$ cat config.mk
export PLATFORM = sky130hd
export DESIGN_NAME = fixed_accum_unit
export DESIGN_NICKNAME = d
export VERILOG_FILES = /design/src/rtl/fixed_accum_unit.sv
export SDC_FILE = /design/constraint.sdc
export NUM_CORES = 1
export LEC_CHECK = 0
export CAP_MARGIN = 40
export CELL_PAD_IN_SITES_DETAIL_PLACEMENT = 0
export CELL_PAD_IN_SITES_GLOBAL_PLACEMENT = 1
export CORE_AREA = 3 3 157 159
export CTS_BUF_LIST = sky130_fd_sc_hd__clkbuf_8
export CTS_CLUSTER_DIAMETER = 150
export DETAILED_ROUTE_END_ITERATION = 10
export DIE_AREA = 0 0 160 162
export PLACE_DENSITY_LB_ADDON = 0.12
export SLEW_MARGIN = 20
export SYNTH_ARGS = -nofsm -noshare
export SYNTH_HDL_FRONTEND = slang
export SYNTH_SLANG_ARGS = --single-unit
$ cat constraint.sdc
create_clock -name clk -period 5.4 [get_ports clk]
set_input_delay 1.62 -clock clk [delete_from_list [all_inputs] [get_ports clk]]
set_output_delay 1.62 -clock clk [all_outputs]
set_load 0.005 [all_outputs]
$ cat src/rtl/fixed_accum_unit.sv
// fixed_accum_unit: accumulates a run of 'len' signed fixed-point samples into a
// 32-bit sum with ACC_FRAC fraction bits, aligning each sample by its own binary point.
// Latency: result valid one clock after the last accepted beat (one clock after start when len=0).
// Backpressure: in_ready only in ACCUM; the result holds in DONE until out_ready.
// Ports: clk/rst (async active-low) | start, len | in_valid/in_ready/in_data/in_fixpointpos
//        | out_valid/out_ready/out_data/out_ovf (sticky overflow for the run).
// Build option: define FXACC_SAT_EN to saturate on overflow; otherwise results wrap.
module fixed_accum_unit #(
    parameter int ACC_FRAC = 16
) (
    input  logic        clk,
    input  logic        rst,
    input  logic        start,
    input  logic [7:0]  len,
    input  logic        in_valid,
    output logic        in_ready,
    input  logic [31:0] in_data,
    input  logic [4:0]  in_fixpointpos,
    output logic        out_valid,
    input  logic        out_ready,
    output logic [31:0] out_data,
    output logic        out_ovf
);

    typedef enum logic [1:0] {IDLE, ACCUM, DONE} state_t;

    localparam logic signed [6:0] ACC_FRAC_S = 7'(ACC_FRAC);

    state_t      state;
    state_t      state_nxt;
    logic [31:0] acc;
    logic        ovf;
    logic [7:0]  count;
    logic [7:0]  len_q;
    logic        beat;

    // alignment datapath
    logic signed [6:0] sh;
    logic [4:0]        lamt;
    logic [4:0]        ramt;
    logic [63:0]       lext;
    logic [31:0]       aligned;
    logic              align_ovf;

    // accumulation datapath
    logic [32:0]       sum_ext;
    logic [31:0]       sum;
    logic              sum_ovf;

    assign beat = in_valid && (state == ACCUM);

    always_comb begin
        sh        = ACC_FRAC_S - $signed({2'b00, in_fixpointpos});
        lamt      = sh[4:0];
        ramt      = 5'(-sh);
        // Shift the sign-extended sample in 64 bits so lost magnitude bits stay visible.
        lext      = {{32{in_data[31]}}, in_data} << lamt;
        aligned   = in_data;
        align_ovf = 1'b0;
        if (sh > 7'sd0) begin
            aligned = lext[31:0];
            // Representable only if bits 63..31 are all copies of the sign.
            if (!((&lext[63:31]) || !(|lext[63:31]))) begin
                align_ovf = 1'b1;
`ifdef FXACC_SAT_EN
                aligned = in_data[31] ? 32'h8000_0000 : 32'h7FFF_FFFF;
`endif
            end
        end else if (sh < 7'sd0) begin
            // Arithmetic right shift truncates toward minus infinity.
            aligned = $unsigned($signed(in_data) >>> ramt);
        end
    end

    always_comb begin
        sum_ext = {acc[31], acc} + {aligned[31], aligned};
        sum_ovf = sum_ext[32] ^ sum_ext[31];
        sum     = sum_ext[31:0];
`ifdef FXACC_SAT_EN
        // Bit 32 carries the true sign of the 33-bit sum.
        if (sum_ovf) begin
            sum = sum_ext[32] ? 32'h8000_0000 : 32'h7FFF_FFFF;
        end
`endif
    end

    always_ff @(posedge clk or negedge rst) begin
        if (!rst) begin
            state <= IDLE;
        end else begin
            state <= state_nxt;
        end
    end

    always_comb begin
        state_nxt = state;
        case (state)
            IDLE: begin
                if (start) begin
                    state_nxt = (len == 8'd0) ? DONE : ACCUM;
                end
            end
            ACCUM: begin
                if (beat && ((count + 8'd1) == len_q)) begin
                    state_nxt = DONE;
                end
            end
            DONE: begin
                if (out_ready) begin
                    state_nxt = IDLE;
                end
            end
            default: state_nxt = IDLE;
        endcase
    end

    always_ff @(posedge clk or negedge rst) begin
        if (!rst) begin
            acc   <= 32'd0;
            ovf   <= 1'b0;
            count <= 8'd0;
            len_q <= 8'd0;
        end else begin
            case (state)
                IDLE: begin
                    if (start) begin
                        acc   <= 32'd0;
                        ovf   <= 1'b0;
                        count <= 8'd0;
                        len_q <= len;
                    end
                end
                ACCUM: begin
                    if (beat) begin
                        acc   <= sum;
                        ovf   <= ovf | align_ovf | sum_ovf;
                        count <= count + 8'd1;
                    end
                end
                default: begin
                end
            endcase
        end
    end

    assign in_ready  = (state == ACCUM);
    assign out_valid = (state == DONE);
    assign out_data  = acc;
    assign out_ovf   = ovf;

endmodule

Word level (Yosys, flattened, before mapping). Cells that the tools add are included.

Word-level logic and storage cells: 53. Input bits: 50. Output and inout bits: 35. Register bits after elaboration: 51.

Order comparisons: 2. Add/subtract/negate cells: 4. Equal/unequal tests: 7. Muxes and demuxes: 18. Reduce and logical (&&, ||, !) cells: 12. Shift-type cells: 2. Bitwise gates (word level): 3.

Operators with widths (count): $mux W32 (4); $pmux W32 S2 (1); $shl A64 B5 Y64 (1); $add A32 B32 Y33 (1); $reduce_and A33 Y1 (1); $reduce_or A33 Y1 (1); $sshr A32 B5 Y32 (1); $mux W8 (2); $pmux W8 S2 (1); $add A8 B1 Y8 const B (1); $eq A8 B8 Y1 (1); $logic_not A8 Y1 (1); $mux W2 (4); $gt A6 B1 Y1 const B (1); $lt A6 B1 Y1 const B (1); $ne A2 B1 Y1 const B (3); $pmux W2 S3 (1); $reduce_and A3 Y1 (2); $sub A5 B5 Y6 const A (1); $neg A5 Y5 (1); $mux W1 (4); $eq A2 B1 Y1 const B (1); $eq A2 B2 Y1 const B (1); $logic_and A1 B1 Y1 (2); 9 further kinds (10).

Logic depth before layout (Yosys ltp).
Word-level depth: 11. Depth in mapped cells: 32. Depth with buffers taken out: 22.

Worst setup path after synthesis. OpenSTA, ideal clock, no wires.

Path type: in2reg. Start point: input port in_fixpointpos[0]. End point: register ovf (netlist: out_ovf). Setup time: 126 ps. Buffers on the path: 10. Arrival time: 7430 ps. Path slack: -2156 ps. Data required time: 5274 ps. Stages on the path: 28. Cells stage by stage: buf_4 > buf_4 > buf_2 > buf_2 > buf_2 > inv_1 > ha_1 > buf_4 > buf_4 > buf_2 > buf_2 > buf_4 > mux4_2 > mux2i_1 > nand2_1 > nand3_1 > a21oi_1 > a221o_1 > ha_1 > and3_1 > a41o_1 > a41oi_1 > o21ai_0 > a31oi_1 > a211o_1 > o31ai_1 > xor2_1 > a221o_1.

Longest elaborated chain between the ends: 11.

RTL lines: start: declaration (line 18) `input logic [4:0] in_fixpointpos,`; $sub A5 B5 Y6 (*) (line 53) `sh = ACC_FRAC_S - $signed({2'b00, in_fixpointpos});`; branches (longest 7 deep; another with $add A32 B32 Y33); $or A1 B1 Y1 (*) (line 136) `ovf <= ovf | align_ovf | sum_ovf;`; $mux W1 (*) (line 134) `if (beat) begin`; $pmux W1 S2 (*) (line 124) `case (state)`; end signal: assignment (line 136); end: declaration (line 32) `logic ovf;`.

Mark *: on every way between the ends. The select of a mux whose other input is x is not followed. A chain may end at the register's enable or synchronous reset.

Final worst setup path.
Start point: input port in_fixpointpos[2]. End point: register ovf (netlist: out_ovf).

Same word-level chain as after synthesis.

==> load_flow_metrics.sql <==
INSERT INTO impl_metrics (metric_group, metric, value, unit) VALUES
('route', 'drt-vias-per-instance', '5.71', ''),
('logic_synthesis', 'asyncSetResetFlopFracSynth', '100', '%'),
('logic_synthesis', 'post_synth_inst_count', '1010', ''),
('sta', 'max_clock_freq', '175', 'MHz'),
('cts', 'tritoncts', 'yes', ''),
('sta', 'setup-tns-final', '-2.05', 'ns'),
('grt', 'pin_count_of_the_biggest_net_entering_global_routing', '41', ''),
('power_and_ir_drop', 'vdd.ir_drop.worst', '0.249', 'mV'),
('route', 'wl_per_cell', '20.7', 'microns'),
('placed_design', 'dpl.cell_count', '1658', ''),
('placed_design', 'post-place-ws', '-1.35', 'ns'),
('die', 'design.core.area', '23400', 'sq um'),
('logic_synthesis', 'synth_fp_nets', '1095', ''),
('cts', 'clockBufferDepth', '2', ''),
('setup_path', 'timing.critical_path.required', '5.62', 'ns'),
('grt', 'number_of_antenna_violations_at_the_first_check_in_global_routing', '0', ''),
('sta', 'fin_worst_skew', '0.0134', 'ns'),
('logic_synthesis', 'postSynthAreaPerCell', '8.10', 'sq um'),
('grt', 'grt_overflow', '0', ''),
('placed_design', 'buffer_ports.inserted', '84', ''),
('layout', 'antenna-diode-count', '0', ''),
('power_and_ir_drop', 'total_power', '4100', 'uW'),
('job', 'max-cap-violations', '0', ''),
('cts', 'clk_latency', '0.32', 'ns'),
('route', 'drcViolationCount', '0', ''),
('sta', 'setup_failing_eps_final', '14', ''),
('logic_synthesis', 'synth_top_cell_area_share', '15.6', '%'),
('grt', 'grt_pass1_vias', '9451', ''),
('setup_path', 'worstSetupStartpointType', 'input pin', ''),
('sta', 'pins_over_their_slew_limit', '0', ''),
('grt', 'grt_first_pass_wirelength', '53.8', 'mm'),
('layout', 'layout.cells.non_filler', '1709', ''),
('placed_design', 'place_hpwl', '27.4', 'mm'),
('logic_synthesis', 'yosys_most_used_dff', 'sky130_fd_sc_hd__dfrtp_1', ''),
('route', 'via_count', '9755', ''),
('die', 'io_pins', '85', ''),
('die', 'rows', '56', ''),
('die', 'initial_utilization', '34.9', '%'),
('cts', 'clk_transition_reported_paths', '0.11', 'ns'),
('die', 'fp.dieW', '160', 'microns'),
('cts', 'cts-htree-levels', '2', ''),
('logic_synthesis', 'synth_cell_types', '68', ''),
('cts', 'numCtsBuffers', '5', ''),
('outcome', 'failed_checks', 'negative setup slack', ''),
('power_and_ir_drop', 'p_per_area', '317', 'nW/um^2'),
('setup_path', 'critPathMaxFanout', '24', ''),
('placed_design', 'place_congestion', '0.929', ''),
('sta', 'hold_violations', '0', ''),
('sta', 'tightest_slew', '0.834', 'ns'),
('outcome', 'outcome', 'finished, violations left', ''),
('power_and_ir_drop', 'p_leak', '0.00570', 'uW'),
('route', 'drt_first_iter_violations', '615', ''),
('sta', 'period_needed', '5.71', 'ns'),
('layout', 'syn2layout_area_growth', '58.2', '%'),
('setup_path', 'cp.arrival', '5.92', 'ns'),
('logic_synthesis', 'synth_sequential_area_ratio', '15.6', '%'),
('logic_synthesis', 'synth.ff_latch_count', '51', ''),
('die', 'dieArea', '25900', 'sq um'),
('sta', 'maxSlewHeadroom', '43.8', '%'),
('route', 'detailed_route_wire_length', '35.3', 'mm'),
('logic_synthesis', 'synth-edff-count', '0', ''),
('layout', 'drive_above_1_share', '41.6', '%'),
('grt', 'global_route.usage.total', '26.0', '%'),
('logic_synthesis', 'synth_largest_area_cell', 'sky130_fd_sc_hd__dfrtp_1', ''),
('die', 'chipHeight', '162', 'microns'),
('route', 'detailed_routing_iteration_count_for_the_pre_antenna_repair_pass', '5', ''),
('logic_synthesis', 'syn_area', '8180', 'sq um'),
('min_path', 'min-delay-path-class', 'reg2reg', ''),
('layout', 'num-nets-final', '1475', ''),
('setup_path', 'end_kind', 'register', ''),
('sta', 'final_critical_path_setup_slack', '-0.307', 'ns'),
('cts', 'cts-root-buf', 'sky130_fd_sc_hd__clkbuf_8', ''),
('route', 'ant_nets', '0', ''),
('cts', 'clock_sinks', '51', ''),
('sta', 'rsz0062_at_grt', 'yes', ''),
('logic_synthesis', 'synthesis.yosys.warnings', '0', ''),
('logic_synthesis', 'synth_top_cells_by_area', 'sky130_fd_sc_hd__dfrtp_1 (16%), sky130_fd_sc_hd__mux4_2 (15%), sky130_fd_sc_hd__mux2i_1 (8.0%)', ''),
('setup_path', 'critical_path_class', 'in2reg', ''),
('sta', 'final_min_period_over_clock_period', '106', '%');
-- logic make-up (layout without fill, tap and decap cells) --
group                    after synthesis  in the layout  share of synthesized area, %
AO/OA/AOI/OAI                        318            318                          24.7
XOR/XNOR                              46             46                          5.20
adder cells (fa/ha/maj)               35             35                          5.45
buffers and inverters                 84            464                          4.71
flip-flops                            51             51                          15.6
multiplexers                         138            138                          25.7
AND/OR/NAND/NOR                      338            338                          18.6
-- metrics by stage --
step                utilization, %  hold slack (ns)  instance area, sq um
detailed placement            50.3            0.488                 11800
global route                  55.3            0.551                 12900
global placement              50.3            0.483                 11800
finish                        55.3            0.509                 12900
CTS                           53.0            0.514                 12400
floorplan                        -            0.465                  8440
-- Yosys cell counts, types with 20 or more instances --
master and n:
sky130_fd_sc_hd__nand2_1 146, sky130_fd_sc_hd__o21ai_0 98, sky130_fd_sc_hd__nor2_1 78, sky130_fd_sc_hd__a21oi_1 72
sky130_fd_sc_hd__mux2i_1 65, sky130_fd_sc_hd__mux4_2 56, sky130_fd_sc_hd__dfrtp_1 51, sky130_fd_sc_hd__clkbuf_1 34
sky130_fd_sc_hd__ha_1 34, sky130_fd_sc_hd__xnor2_1 26, sky130_fd_sc_hd__nand3_1 25, sky130_fd_sc_hd__buf_2 20
-- critical path, stage by stage --
cell,delay (ns)
sky130_fd_sc_hd__clkdlybuf4s15_1,0.27
sky130_fd_sc_hd__or4_4,0.53
sky130_fd_sc_hd__nand2_1,0.09
sky130_fd_sc_hd__buf_4,0.14
sky130_fd_sc_hd__xnor2_4,0.12
sky130_fd_sc_hd__buf_12,0.18
sky130_fd_sc_hd__nor2_1,0.08
sky130_fd_sc_hd__or3_1,0.32
sky130_fd_sc_hd__a21oi_1,0.21
sky130_fd_sc_hd__a21oi_1,0.09
sky130_fd_sc_hd__o22ai_2,0.21
sky130_fd_sc_hd__ha_4,0.26
sky130_fd_sc_hd__and3_1,0.18
sky130_fd_sc_hd__a221oi_1,0.30
sky130_fd_sc_hd__o211ai_1,0.20
sky130_fd_sc_hd__a2bb2oi_2,0.19
sky130_fd_sc_hd__a31oi_2,0.16
sky130_fd_sc_hd__buf_4,0.15
sky130_fd_sc_hd__a41oi_2,0.10
sky130_fd_sc_hd__xor2_1,0.17
sky130_fd_sc_hd__a221o_1,0.32
-- per-layer routing --
layer	share of wire, %	GRT usage (%)	wire [microns]	vias up
li1	-	-	-	4606
met1	44	35.9	15500	4735
met2	47	42.8	16600	349
met3	5.7	3.11	2020	65
met4	3.4	8.40	1190	0
met5	0	0	0	-
-- power by group --
part | internal, uW | switching [uW]
Combinational | 1660 | 1520
Sequential | 525 | 161
Clock | 89.3 | 141
-- registers in the layout, summed over array words and instances, names as in the netlist --
| signal | flops |
|---|---|
| out_data | 32 |
| count | 8 |
| len_q | 8 |
| state | 2 |
| out_ovf | 1 |
-- path summary, 6_finish.rpt --
path	from	end	slack [ns]	depth (start not counted)
max	in_fixpointpos[2]	out_ovf	-0.31	21
min	len_q[0]	len_q[0]	0.51	2
max reg2reg	out_data[0]	out_ovf	2.51	13
min reg2reg	len_q[0]	len_q[0]	0.51	2
max in group asynchronous	rst	out_data[14]	3.33	2
min in group asynchronous	rst	out_data[30]	1.21	1
-- placed cells by master (no fill, tap or decap), drive strengths merged, types with 15 or more instances in the layout --
master,n
nand3,25
nand2,146
o211ai,15
mux4,56
xnor2,28
a21oi,72
o21ai,100
a211oi,19
buf,360
clkdlybuf4s50,69
nor3,16
mux2,16
inv,16
mux2i,66
a31oi,15
nor2,79
ha,34
xor2,18
dfrtp,51
-- cell type report --
type	count	area (sq um)
Fill cell	2263	10500
Timing Repair Buffer	441	3760
Clock buffer	5	68.8
Clock inverter	2	13.8
Multi-Input combinational cell	875	7360
Inverter	16	62.6
Tap cell	319	399
Sequential cell	51	1280
-- repair_timing --
| action | 4_1_cts | 5_1_grt |
|---|---|---|
| resized for setup | 108 | 99 |
| buffers inserted | 20 | 26 |
| pin swaps | 52 | 36 |
| hold buffers | 0 | 0 |
| cloned | 1 | 0 |
| endpoints found under the setup margin | 27 | 22 |
Power figures use the tool's default switching activity.
==> RTL change 1: new RTL, config.mk and constraints unchanged <==
Encoding of `state_t`: now one-hot (3 bits for 3 states).
--- a/src/rtl/fixed_accum_unit.sv
+++ b/src/rtl/fixed_accum_unit.sv
@@ -22,7 +22,7 @@
     output logic        out_ovf
 );
 
-    typedef enum logic [1:0] {IDLE, ACCUM, DONE} state_t;
+    typedef enum logic [2:0] {IDLE = 3'b001, ACCUM = 3'b010, DONE = 3'b100} state_t;
 
     localparam logic signed [6:0] ACC_FRAC_S = 7'(ACC_FRAC);
 
Function: same outputs for any inputs over 4 cycles, from zero or initial values and one cycle with rst low; so few cycles prove little.
==> RTL change 1 against the unedited design <==
- the run still ends with setup timing left
- sequential power shrank 12%
- design area grew 5.7%
- routed wire length grew 8.8%
- critical endpoint unchanged
- worst setup slack lost 0.0029 ns
- worst hold slack gained 0.013 ns
- global-route usage grew 2.6 points
- total power shrank 15%
- area after synthesis grew 2.0%
- sequential cell count grew 1
==> RTL change 1: results (changes against the unedited design) <==
Final WS setup -0.3099 ns (was -0.3070 ns); Critical Path Start in_fixpointpos[0] (was in_fixpointpos[2]); Yosys cell types 83 (was 68); setup tns final -2.541 ns (was -2.053 ns); Final nets 1506 (was 1475); largest net degree at the start of global routing 51 (was 41); final setup violating endpoints 16 (was 14); post-synthesis xor/xnor area fraction 0.04920 (was 0.05202); Non-CTS inverters 20 (was 16); Critical Path Fanout Max 5 (was 24); GR Util met2 0.4688 (was 0.4280); Hold WS 0.5217 ns (was 0.5091 ns); syn avg cell area 8.201 µm² (was 8.097 µm²); CP max stage delay 0.55 ns (was 0.53 ns); combinational share of power 0.756 (was 0.776); GR Layer Usage met3 0.04795 (was 0.03111); GR Util met1 0.3822 (was 0.3586); Slew HR 0.6261 (was 0.4384); CP max-delay cell mux4_2 (was or4_4); first-pass GRT wire length 58.37 mm (was 53.80 mm); R2R cell count 12 (was 13); switching share of power 0.4447 (was 0.4446); Placement Setup Slack -1.368 ns (was -1.350 ns); status finished with violations (unchanged); Area contributors post-synth dfrtp_1 (15%), mux4_2 (12%), mux2i_1 (8.4%) (was dfrtp_1 (16%), mux4_2 (15%), mux2i_1 (8.0%)); GRT Total Usage 0.2859 (was 0.2604); leakage 5.794 nW (was 5.699 nW); ratio of cells with drive above 1 in the final layout 0.4515 (was 0.4158); failing checks setup timing (unchanged); metal1 wirelength 16.26 mm (was 15.48 mm); WHS Endpoint count[1]$_DFFE_PN0P_ (was len_q[0]$_DFFE_PN0P_); placed insts 1683 (was 1658); mux cell area share after synthesis 0.2649 (was 0.2575); met3 WL 2.831 mm (was 2.021 mm); Starting DRT DRC Count 895 (was 615); Layout clock area frac 0.006587 (was 0.006381); syn_nets 1102 (was 1095); multi-input gate share of total cell area 0.5674 (was 0.5687); via/cell ratio 5.803 (was 5.708); hold path startpoint count[1]$_DFFE_PN0P_ (was len_q[0]$_DFFE_PN0P_); adder-cell share of the synthesized area 0.05341 (was 0.05447); seq_cells 52 (was 51); Routability Congestion 0.9721 (was 0.9286); IR drop worst, VDD 272.9 µV (was 249.3 µV); sequential share of power 0.174 (was 0.167); bufs w/o clock 469 (was 441); clock skew 0.01178 ns (was 0.01336 ns)
==> RTL change 1: cell types whose count changed after synthesis, sizes merged, moves of 6 or more <==
cell	unedited run	this run
clkbuf	34	40
and2	12	5
o21ai	100	80
a211oi	19	36
nand2	146	118
a221oi	2	8
a22o	9	2
a21oi	72	93
o31ai	7	14
a22oi	10	3
o211ai	15	5
o22ai	8	14
mux2	16	30
==> RTL change 1: cell families after synthesis <==
kind of cell             Yosys count
AO/OA/AOI/OAI                    336
AND/OR/NAND/NOR                  305
multiplexers                     151
buffers and inverters             92
flip-flops                        52
XOR/XNOR                          46
adder cells (fa/ha/maj)           35
==> RTL change 1: repair_timing <==
item / CTS / global route
resized for setup: 151 / 114
setup endpoints to repair: 26 / 23
pin swaps: 58 / 76
buffers inserted: 31 / 25
hold buffers: 0 / 0
hold endpoints to repair: 0 / 0
cloned: 3 / 1
==> RTL change 2: new RTL, same flow settings <==
Without the edit above. Change the parameter `ACC_FRAC` from 16 to 12.
--- a/src/rtl/fixed_accum_unit.sv
+++ b/src/rtl/fixed_accum_unit.sv
@@ -6,7 +6,7 @@
 //        | out_valid/out_ready/out_data/out_ovf (sticky overflow for the run).
 // Build option: define FXACC_SAT_EN to saturate on overflow; otherwise results wrap.
 module fixed_accum_unit #(
-    parameter int ACC_FRAC = 16
+    parameter int ACC_FRAC = 12
 ) (
     input  logic        clk,
     input  logic        rst,
Behaviour: not the same (a bounded check fails within 4 cycles, from zero or initial values and one cycle with rst low).
==> RTL change 2 against the unedited design <==
- the run still ends with setup timing left
- critical endpoint unchanged
- design area is 5.7% higher
- synthesized cell count up 5.1%
- routed wire length grew 8.4%
- highest routed layer unchanged
- sequential cell count unchanged
- total power is 7.0% higher
- largest power group unchanged
- critical path type unchanged
- sequential share of layout area shrank 0.53 points
- area after synthesis increased by 3.2%
- worst setup slack worse by 0.038 ns
==> RTL change 2: results (changes against the unedited design) <==
Final nets 1565 (was 1475); IR drop worst, VDD 232.8 µV (was 249.3 µV); Placement Setup Slack -1.193 ns (was -1.350 ns); fin cells 1800 (was 1709); failing checks setup timing (unchanged); leakage 6.002 nW (was 5.699 nW); DP Area 12310 µm² (was 11770 µm²); Slew HR 0.4555 (was 0.4384); Critical Path Fanout Max 6 (was 24); HPWL after DPL 29.28 mm (was 27.41 mm); bufs w/o clock 497 (was 441); adder-cell share of the synthesized area 0.05278 (was 0.05447); met3 WL 2.552 mm (was 2.021 mm); Area contributors post-synth dfrtp_1 (15%), mux4_2 (15%), mux2i_1 (7.1%) (was dfrtp_1 (16%), mux4_2 (15%), mux2i_1 (8.0%)); vias in the first global route 10280 (was 9451); total sequential power 0.660 mW (was 0.686 mW); first-pass GRT wire length 58.81 mm (was 53.80 mm); Routability Congestion 1.056 (was 0.9286); Layout clock area frac 0.008508 (was 0.006381); fillers 2187 (was 2263); hold path startpoint len_q[7]$_DFFE_PN0P_ (was len_q[0]$_DFFE_PN0P_); switching share of power 0.4500 (was 0.4446); r2r setup slk 2.30 ns (was 2.51 ns); WHS Endpoint len_q[7]$_DFFE_PN0P_ (was len_q[0]$_DFFE_PN0P_); GR Layer Usage met3 0.03724 (was 0.03111); post-synthesis xor/xnor area fraction 0.04744 (was 0.05202); Setup Buffers After CTS 36 (was 20); final core occ 0.5844 (was 0.5530); pwr dens 320.8 nW/µm² (was 316.8 nW/µm²); Final WS setup -0.3450 ns (was -0.3070 ns); CP Data Arrival Time 5.96 ns (was 5.92 ns); metal1 wirelength 16.75 mm (was 15.48 mm); multi-input gate share of total cell area 0.5570 (was 0.5687); placed insts 1732 (was 1658); mux cell area share after synthesis 0.2424 (was 0.2575); Non-CTS inverters 20 (was 16); Synth Area in Compound Gates 0.2669 (was 0.2468); Yosys cell types 79 (was 68); PostCTS Resize Cnt 120 (was 108); Seq/Total Area, Yosys 0.1512 (was 0.1561); top cells by count, synth nand2_1 (139), a21oi_1 (99), o21ai_0 (96), nor2_1 (89), mux2i_1 (60) (was nand2_1 (146), o21ai_0 (98), nor2_1 (78), a21oi_1 (72), mux2i_1 (65)); setup tns final -4.686 ns (was -2.053 ns); ratio of cells with drive above 1 in the final layout 0.4274 (was 0.4158); Mapped Cells 1062 (was 1010); CP max stage delay 0.55 ns (was 0.53 ns); sequential cell area share 0.09331 (was 0.09862); Routed WL per cell 21.25 µm (was 20.65 µm); status finished with violations (unchanged); final setup violating endpoints 20 (was 14); buffer share of cell area 0.3057 (was 0.2906); Hold WS 0.5118 ns (was 0.5091 ns)
## RTL change 2: cell types whose count changed in the layout (fill, tap and decap cells not counted), sizes merged, moves of 7 or more
cell / delta
buf: +56
nor2: +10
nand3: -10
nand2: -7
a211oi: +9
a22oi: -7
and2: -7
or3: +7
a21oi: +28
nor3: +15
o221ai: +7
## RTL change 2: how the worst max path moves through the flow
stage | startpoint | to | slack (ns) | depth (start not counted)
after CTS | in_fixpointpos[0] | out_ovf$_DFFE_PN0P_ | -0.32 | 26
after floorplan | in_fixpointpos[0] | out_ovf$_DFFE_PN0P_ | -0.74 | 23
after global placement | in_fixpointpos[1] | out_ovf$_DFFE_PN0P_ | -1.21 | 19
after global routing | in_fixpointpos[1] | out_ovf$_DFFE_PN0P_ | -0.52 | 26
after detailed placement | in_fixpointpos[1] | out_ovf$_DFFE_PN0P_ | -1.19 | 19
final | in_fixpointpos[0] | out_ovf$_DFFE_PN0P_ | -0.34 | 22
